### config.mk
export PLATFORM = sky130hd
export DESIGN_NAME = sram_arbiter
export DESIGN_NICKNAME = d
export VERILOG_FILES = /design/src/rtl/sram_arbiter.sv
export SDC_FILE = /design/constraint.sdc
export NUM_CORES = 1
export LEC_CHECK = 0
export ABC_AREA = 1
export BUFFER_PORTS_ARGS = -buffer_cell sky130_fd_sc_hd__buf_4
export CAP_MARGIN = 10
export CORE_MARGIN = 4
export CORE_UTILIZATION = 51
export DETAILED_ROUTE_END_ITERATION = 10
export PLACE_DENSITY_LB_ADDON = 0.08
export SLEW_MARGIN = 0
export SYNTH_ARGS = -nofsm -noshare
export SYNTH_HDL_FRONTEND = slang
export SYNTH_SLANG_ARGS = --single-unit
### constraint.sdc
create_clock -name CLK -period 5.4 [get_ports CLK]
set_input_delay 1.08 -clock CLK [delete_from_list [all_inputs] [get_ports CLK]]
set_output_delay 1.08 -clock CLK [all_outputs]
set_load 0.05 [all_outputs]
### src/rtl/sram_arbiter.sv
// Round-robin two-port arbiter/sequencer for an external async 16-bit SRAM; ack after WAIT_CYCLES+3 cycles.
// Losing port simply waits with req held; every SRAM pin and ack is driven straight from a flop.
module sram_arbiter #(
    parameter int ADDR_WIDTH  = 18,
    parameter int DATA_WIDTH  = 16,
    parameter int WAIT_CYCLES = 1
) (
    input  logic                  CLK,
    input  logic                  reset_in,
    input  logic                  a_req,
    input  logic                  a_we,
    input  logic [ADDR_WIDTH-1:0] a_addr,
    input  logic [DATA_WIDTH-1:0] a_wdata,
    input  logic [1:0]            a_be,
    output logic                  a_ack,
    output logic [DATA_WIDTH-1:0] a_rdata,
    input  logic                  b_req,
    input  logic                  b_we,
    input  logic [ADDR_WIDTH-1:0] b_addr,
    input  logic [DATA_WIDTH-1:0] b_wdata,
    input  logic [1:0]            b_be,
    output logic                  b_ack,
    output logic [DATA_WIDTH-1:0] b_rdata,
    output logic [ADDR_WIDTH-1:0] sram_addr,
    output logic [DATA_WIDTH-1:0] sram_dat_write,
    input  logic [DATA_WIDTH-1:0] sram_dat_read,
    output logic                  sram_dat_oe,
    output logic                  sram_cs_n,
    output logic                  sram_we_n,
    output logic                  sram_oe_n,
    output logic                  sram_ub_n,
    output logic                  sram_lb_n
);

    typedef enum logic [1:0] {IDLE, SETUP, STROBE, HOLD} state_t;

    state_t          state;
    logic [2:0]      wait_cnt;
    logic            owner_b;   // port granted most recently; doubles as last-served for round robin
    logic            cur_we;
    logic            grant_b;
    logic            sel_we;
    logic [ADDR_WIDTH-1:0] sel_addr;
    logic [DATA_WIDTH-1:0] sel_wdata;
    logic [1:0]      sel_be;

    assign grant_b   = !a_req || (b_req && !owner_b);
    assign sel_we    = grant_b ? b_we    : a_we;
    assign sel_addr  = grant_b ? b_addr  : a_addr;
    assign sel_wdata = grant_b ? b_wdata : a_wdata;
    assign sel_be    = grant_b ? b_be    : a_be;

    always_ff @(posedge CLK or posedge reset_in) begin
        if (reset_in) begin
            state          <= IDLE;
            wait_cnt       <= '0;
            owner_b        <= 1'b1;
            cur_we         <= 1'b0;
            sram_addr      <= '0;
            sram_dat_write <= '0;
            sram_dat_oe    <= 1'b0;
            sram_cs_n      <= 1'b1;
            sram_we_n      <= 1'b1;
            sram_oe_n      <= 1'b1;
            sram_ub_n      <= 1'b1;
            sram_lb_n      <= 1'b1;
            a_ack          <= 1'b0;
            b_ack          <= 1'b0;
            a_rdata        <= '0;
            b_rdata        <= '0;
        end else begin
            a_ack <= 1'b0;
            b_ack <= 1'b0;
            case (state)
                IDLE: begin
                    if (a_req || b_req) begin
                        state     <= SETUP;
                        owner_b   <= grant_b;
                        cur_we    <= sel_we;
                        sram_addr <= sel_addr;
                        sram_cs_n <= 1'b0;
                        sram_ub_n <= !sel_be[1];
                        sram_lb_n <= !sel_be[0];
                        if (sel_we) begin
                            sram_dat_oe    <= 1'b1;
                            sram_dat_write <= sel_wdata;
                        end else begin
                            sram_oe_n <= 1'b0;
                        end
                    end
                end
                SETUP: begin
                    state    <= STROBE;
                    wait_cnt <= '0;
                    if (cur_we) begin
                        sram_we_n <= 1'b0;
                    end
                end
                STROBE: begin
                    if (wait_cnt == 3'(WAIT_CYCLES)) begin
                        // Capture lands in rdata at the same edge ack rises, so both appear in HOLD.
                        state     <= HOLD;
                        sram_we_n <= 1'b1;
                        sram_oe_n <= 1'b1;
                        a_ack     <= !owner_b;
                        b_ack     <= owner_b;
                        if (!cur_we) begin
                            if (owner_b) begin
                                b_rdata <= sram_dat_read;
                            end else begin
                                a_rdata <= sram_dat_read;
                            end
                        end
                    end else begin
                        wait_cnt <= wait_cnt + 3'd1;
                    end
                end
                HOLD: begin
                    state       <= IDLE;
                    sram_cs_n   <= 1'b1;
                    sram_ub_n   <= 1'b1;
                    sram_lb_n   <= 1'b1;
                    sram_dat_oe <= 1'b0;
                end
                default: state <= IDLE;
            endcase
        end
    end

endmodule
==> results of run 1 <==
area by class of cell:
cell class	count	area (um^2)	share of cell area [%]
multi-input combinational	316	1413	27.39
sequential	81	2034	39.45
clock inverter	5	55.05	1.067
timing repair buffer	170	1276	24.75
tap	96	120.1	2.329
clock buffer	11	141.4	2.741
inverter	31	117.6	2.280
worst max path at each step:
stage	start	endpoint	slack (ns)
6_report	b_req	sram_dat_write[4]$_DFFE_PP0P_	2.39
5_1_grt	b_req	sram_dat_write[2]$_DFFE_PP0P_	2.20
4_1_cts	b_req	sram_dat_write[6]$_DFFE_PP0P_	2.39
3_5_place_dp	b_req	sram_dat_write[6]$_DFFE_PP0P_	2.02
3_3_place_gp	b_req	sram_dat_write[11]$_DFFE_PP0P_	2.13
2_1_floorplan	reset_in	a_ack$_DFF_PP0_	2.25
registers in the layout (all words and copies together), names as in the netlist:
name / cells
sram_lb_n: 1
sram_addr: 18
owner_b: 1
b_ack: 1
sram_dat_oe: 1
sram_cs_n: 1
wait_cnt: 3
a_rdata: 16
sram_dat_write: 16
sram_oe_n: 1
a_ack: 1
sram_we_n: 1
sram_ub_n: 1
state: 2
cur_we: 1
b_rdata: 16
stage by stage:
stage	instance area, um^2	worst slack (ns)	instances	util [%]
after floorplan	3679	2.250	448	-
after global placement	4961	2.130	694	71.83
after detailed placement	4961	2.023	694	71.83
after CTS	5157	2.387	710	74.67
after global routing	5157	2.199	710	74.67
final	5157	2.392	710	74.67
synth_stat cells, types with 2 or more instances:
library cell	count	area, um^2
nand2_2	4	25.02
nand2_1	187	701.9
buf_6	2	22.52
dfrtp_1	75	1877
ha_1	7	87.58
dfstp_2	6	157.7
inv_1	28	105.1
clkbuf_1	3	11.26
nor2_2	2	12.51
buf_2	11	55.05
o21ai_0	23	115.1
buf_4	3	22.52
o22ai_1	2	12.51
a21oi_1	38	190.2
nor2_1	23	86.33
inv_2	3	11.26
nand3_1	24	120.1
critical path, cell delays in order:
cell and delay, ns:
buf_4 0.13, o21ai_2 0.72, inv_1 0.59, nand3_4 0.38
inv_2 0.19, nand2_1 0.11, nand2_1 0.05
cells by family after synthesis:
group / Yosys count / share of synthesized area (%)
AO/OA/AOI/OAI: 66 / 9.320
XOR/XNOR: 1 / 0.2381
adder cells (fa/ha/maj): 7 / 2.381
buffers and inverters: 51 / 6.292
flip-flops: 81 / 55.31
AND/OR/NAND/NOR: 242 / 26.46
power groups by stage:
stage	Sequential [mW]	Clock [mW]	Combinational [mW]
after floorplan	2.01	0	0.557
after global placement	1.09	0	2.07
after detailed placement	1.09	0	2.12
after CTS	1.09	0.444	2.12
after global routing	1.12	0.479	2.25
final	1.09	0.441	2.11
routing by layer:
metal	vias to the layer above	track usage, %
met5	-	0
met4	0	8.181
met3	16	6.093
met2	140	37.91
met1	1664	28.90
li1	1726	-
==> flow_metrics.env, run 1 <==
export IMPL_io_buffers=167
export IMPL_cts_buffers=9
export IMPL_worstMarginPinSlew_ns=0.9896
export IMPL_combPwrFrac_pct=58.0
export IMPL_worstPathRequired_ns=5.64
export IMPL_io_pins=168
export IMPL_start_kind="input port"
export IMPL_ir_worst_vdd_v=0.0003699
export IMPL_setup_tns_final_ns=0
export IMPL_synth_flop_cell="dfrtp_1"
export IMPL_fmax_mhz=332.5
export IMPL_p_clk_share_pct=12.1
export IMPL_drv_cap=0
export IMPL_finalCriticalPeriod_ns=3.008
export IMPL_ys_seq_area_share_pct=55.31
export IMPL_skew_ns=0.01075
export IMPL_first_pass_iters=5
export IMPL_synth_seq_cells=81
export IMPL_fill_cells=565
export IMPL_syn_to_final_growth_pct=40.20
export IMPL_clkLatencyLatePin_ns=0.35
export IMPL_cts_hold_buf=0
export IMPL_final_common_cell="nand2_1"
export IMPL_power_leakage_nw=2.772
export IMPL_status="finished, final reports clean"
export IMPL_setup_viol=0
export IMPL_drive_gt1_share_pct=33.22
export IMPL_ys_async_sr_fraction_pct=100.0
export IMPL_ys_warnings_count=0
export IMPL_row_count=30
export IMPL_globalRouteOverflowTotal=0
export IMPL_ff2ff_setup_slack_ns=2.78
export IMPL_netlist_area_um2=3679
export IMPL_final_cell_mix="nand2_1 (187), buf_4 (170), dfrtp_1 (75)"
export IMPL_cp_end_kind="flop"
export IMPL_grt_max_degree=82
export IMPL_hp_class="flop to flop"
export IMPL_drc=0
export IMPL_htree_levels=3
export IMPL_power_internal_mw=1.739
export IMPL_grt_util_all_layers_pct=22.89
export IMPL_timing_rr_start="state[1]$_DFFE_PP0P_"
export IMPL_hold_start="sram_oe_n$_DFFE_PP1P_"
export IMPL_cts_root_buf="clkbuf_8"
export IMPL_drt_iter0_markers=165
export IMPL_clockBufferDepth=2
export IMPL_vias=3546
export IMPL_pwr_share_seq_pct=29.9
export IMPL_die_w_um=92.93
export IMPL_tritoncts="yes"
export IMPL_route_met2_wl_mm=4.659
export IMPL_power_density_nw_per_um2=704.6
export IMPL_slew_viol_final=0
export IMPL_arrival_ns=3.25
export IMPL_antenna_found_initial=0
export IMPL_first_global_vias=3511
export IMPL_wl_per_cell_um=13.41
export IMPL_synth_edf_count=0
export IMPL_wl_met1_mm=3.896
export IMPL_synth_fp_nets=549
export IMPL_post_cts_buffers=0
export IMPL_max_slew_margin_rel_pct=34.03
export IMPL_netlist_instances=448
export IMPL_totalPowerFinal_mw=3.634
export IMPL_rsz0062_at_grt="false"
export IMPL_synth_cell_types=24
export IMPL_hold_viol=0
export IMPL_nets=710
export IMPL_place_congestion=0.7652
export IMPL_top_layer="met4"
export IMPL_grt_pass1_wl_mm=15.84
export IMPL_cts_repair_resized=0
export IMPL_hold_end="sram_oe_n$_DFFE_PP1P_"
export IMPL_die_area_um2=8636
export IMPL_core_area_um2=6907
export IMPL_antenna_cells=0
export IMPL_routed_wl_mm=9.522
export IMPL_r2r_end="sram_dat_write[4]$_DFFE_PP0P_"
export IMPL_start_util_pct=53.26
export IMPL_worstSetupPathType="input port to flop"
export IMPL_switching_share_pct=52.14
export IMPL_fp_dieH_um=92.93
export IMPL_vias_per_cell=4.994
export IMPL_synth_avg_cell_area_um2=8.211
export IMPL_dp_hpwl_mm=7.012
export IMPL_hold_depth=2
export IMPL_rr_worst_depth=8
export IMPL_clock_sinks=81
export IMPL_period_share_pct=55.70
export IMPL_wl_met3_um=781
export IMPL_power_switching_mw=1.895
export IMPL_cts_clk_slew_worst_paths_ns=0.08
export IMPL_ant_nets=0
export IMPL_timing_hold_ws_ns=0.4692
export IMPL_critical_path_max_fanout=23
Note: power is estimated with default switching activity, not from simulation.
==> run 2, diff against run 1 <==
--- a/config.mk
+++ b/config.mk
@@ -5,11 +5,11 @@
 export SDC_FILE = /design/constraint.sdc
 export NUM_CORES = 1
 export LEC_CHECK = 0
-export ABC_AREA = 1
+export ABC_AREA = 0
 export BUFFER_PORTS_ARGS = -buffer_cell sky130_fd_sc_hd__buf_4
 export CAP_MARGIN = 10
 export CORE_MARGIN = 4
-export CORE_UTILIZATION = 51
+export CORE_UTILIZATION = 47
 export DETAILED_ROUTE_END_ITERATION = 10
 export PLACE_DENSITY_LB_ADDON = 0.08
 export SLEW_MARGIN = 0
==> constraint.sdc (replaced) <==
create_clock -name CLK -period 2.9 [get_ports CLK]
set_input_delay 0.58 -clock CLK [delete_from_list [all_inputs] [get_ports CLK]]
set_output_delay 0.58 -clock CLK [all_outputs]
set_load 0.05 [all_outputs]
==> flow_metrics.env, run 2 <==
export IMPL_status="finished, final reports clean"
export IMPL_clock_sinks=81
export IMPL_synth_cell_types=38
export IMPL_synth_area_leader_cell="dfrtp_1"
export IMPL_htree_levels=3
export IMPL_power_density_nw_per_um2=1288
export IMPL_io_buffers=167
export IMPL_globalRouteOverflowTotal=0
export IMPL_start_kind="flop"
export IMPL_vias_per_cell=4.836
export IMPL_hp_class="input port to async pin"
export IMPL_worstMarginPinSlew_ns=0.6728
export IMPL_post_cts_buffers=0
export IMPL_drt_iter0_markers=73
export IMPL_largest_reg_flops=18
export IMPL_drc=0
export IMPL_hold_viol=0
export IMPL_tritoncts="yes"
export IMPL_synth_seq_cells=81
export IMPL_vias=2689
export IMPL_cts_root_buf="clkbuf_8"
export IMPL_final_cell_mix="buf_4 (172), dfrtp_1 (75), mux2_2 (42)"
export IMPL_cts_hold_buf=0
export IMPL_setup_ws_ns=0.8343
export IMPL_synth_area_leaders="dfrtp_1 (50%), mux2_2 (13%), mux2_4 (7.2%)"
export IMPL_combPwrFrac_pct=58.5
export IMPL_first_global_vias=2819
export IMPL_place_inst=541
export IMPL_netlist_area_um2=3747
export IMPL_cts_repair_resized=0
export IMPL_ir_worst_vdd_v=0.0005288
export IMPL_setup_tns_final_ns=0
export IMPL_cts_buffers=9
export IMPL_ant_nets=0
export IMPL_period_share_pct=71.23
export IMPL_nets=551
export IMPL_power_switching_mw=3.309
export IMPL_fill_cells=593
export IMPL_synth_edf_count=0
export IMPL_skew_ns=0.007721
export IMPL_pwr_share_seq_pct=30.1
export IMPL_arrival_ns=2.28
export IMPL_clockBufferDepth=2
export IMPL_clkLatencyLatePin_ns=0.33
export IMPL_rsz0062_at_grt="false"
export IMPL_synth_most_common_cell="dfrtp_1"
export IMPL_netlist_instances=280
export IMPL_design_area_um2=5268
export IMPL_critical_path_max_fanout=17
export IMPL_die_w_um=97.29
export IMPL_setup_viol=0
export IMPL_totalPowerFinal_mw=6.787
export IMPL_switching_share_pct=48.75
export IMPL_synth_commonest_cells="dfrtp_1 (75), mux2_2 (42), nand2_1 (26), o21ai_0 (21), mux2i_1 (20)"
export IMPL_routed_wl_mm=8.507
export IMPL_cp_end_kind="flop"
export IMPL_grt_util_all_layers_pct=18.04
export IMPL_synth_top_area_share_pct=50.08
export IMPL_worstSetupPathType="flop to flop"
export IMPL_power_leakage_nw=2.665
export IMPL_synth_flop_cell="dfrtp_1"
export IMPL_stdcell_count=556
export IMPL_final_common_cell="buf_4"
export IMPL_dp_hpwl_mm=6.676
export IMPL_cts_clk_slew_worst_paths_ns=0.08
export IMPL_grt_pass1_wl_mm=13.84
export IMPL_fp_dieH_um=97.29
export IMPL_die_area_um2=9465
export IMPL_first_pass_iters=4
export IMPL_finalCriticalPeriod_ns=2.066
export IMPL_syn_to_final_growth_pct=40.57
export IMPL_ys_warnings_count=0
export IMPL_synth_avg_cell_area_um2=13.38
export IMPL_start_util_pct=48.49
export IMPL_p_clk_share_pct=11.4
export IMPL_post_place_ws_ns=0.8218
export IMPL_max_slew_margin_rel_pct=55.04
export IMPL_slew_viol_final=0
export IMPL_antenna_found_initial=0
export IMPL_wl_per_cell_um=15.30
export IMPL_core_area_um2=7727
export IMPL_ys_async_sr_fraction_pct=100.0
export IMPL_worstPathRequired_ns=3.11
export IMPL_antenna_cells=0
export IMPL_drive_gt1_share_pct=57.49
export IMPL_io_pins=168
export IMPL_ys_seq_area_share_pct=54.29
export IMPL_synth_fp_nets=381
export IMPL_place_congestion=0.7158
export IMPL_fmax_mhz=484.1
export IMPL_power_internal_mw=3.478
export IMPL_regMostFlops="sram_addr"
export IMPL_grt_max_degree=41
export IMPL_row_count=32
export IMPL_placed_area_um2=5082
export IMPL_drv_cap=0
run 2: changes by cell type in the layout (fill, tap and decap cells not counted), sizes merged, moves of 3 or more:
cell / previous run / this run
nand2: 191 / 27
mux2: 0 / 64
a21oi: 38 / 6
inv: 30 / 4
nand3: 25 / 3
nor2: 25 / 4
mux2i: 0 / 20
nand2b: 0 / 6
nor2b: 0 / 3
o32a: 0 / 3
run 2: logic make-up after synthesis:
logic type,Yosys count,synth area share (%)
AO/OA/AOI/OAI,41,6.945
adder cells (fa/ha/maj),7,2.337
XOR/XNOR,1,0.2338
buffers and inverters,18,2.871
flip-flops,81,54.29
AND/OR/NAND/NOR,48,6.945
multiplexers,84,26.38
run 2: stage by stage:
stage / util, % / hold WS [ns]
5_1_grt: 68.17 / 0.3049
2_1_floorplan: - / 0.5019
3_5_place_dp: 65.77 / 0.4718
6_report: 68.17 / 0.2703
4_1_cts: 68.17 / 0.2696
3_3_place_gp: 65.77 / 0.4641
run 2: power by group through the flow:
stage	sequential, mW	clock, mW	combinational, mW
finish	2.05	0.773	3.97
global route	2.12	0.846	4.18
CTS	2.05	0.803	4.01
detailed placement	2.06	0	4.01
global placement	2.04	0	3.95
floorplan	3.77	0	1.09
run 2: routing by layer:
metal  global-route usage (%)  up-vias  wire, um
met2                    30.36      115      4175
met3                    5.384        5       710
li1                         -     1324         -
met1                    22.35     1245      3551
met5                        0        -         0
met4                    5.751        0        69
run 2: final cells by class:
class	count	area (um^2)	share of cell area [%]
Sequential cell	81	2034	38.62
Clock buffer	10	127.6	2.423
Multi-Input combinational cell	181	1609	30.55
Tap cell	102	127.6	2.423
Inverter	5	20.02	0.3800
Timing Repair Buffer	172	1291	24.51
Clock inverter	5	57.56	1.093
run 2: worst paths after layout:
kind | slack, ns | to | start | cells past startpoint
worst max-delay path | 0.83 | sram_dat_write[11]$_DFFE_PP0P_ | state[0]$_DFFE_PP0P_ | 4
worst min-delay path | 0.27 | sram_addr[17]$_DFFE_PP0P_ | reset_in | 2
worst max register to register | 0.83 | sram_dat_write[11]$_DFFE_PP0P_ | state[0]$_DFFE_PP0P_ | 4
worst min register to register | 0.48 | sram_addr[0]$_DFFE_PP0P_ | sram_addr[0]$_DFFE_PP0P_ | 2
max in group asynchronous | 1.86 | sram_cs_n$_DFFE_PP1P_ | reset_in | 3
min in group CLK | 0.48 | b_rdata[9]$_DFFE_PP0P_ | sram_dat_read[9] | 2
run 2: critical path, stage by stage (launching register included):
cell and delay, ns:
dfrtp_1 0.42, inv_1 0.12, ha_1 0.36, a21boi_4 0.64, mux2_2 0.41
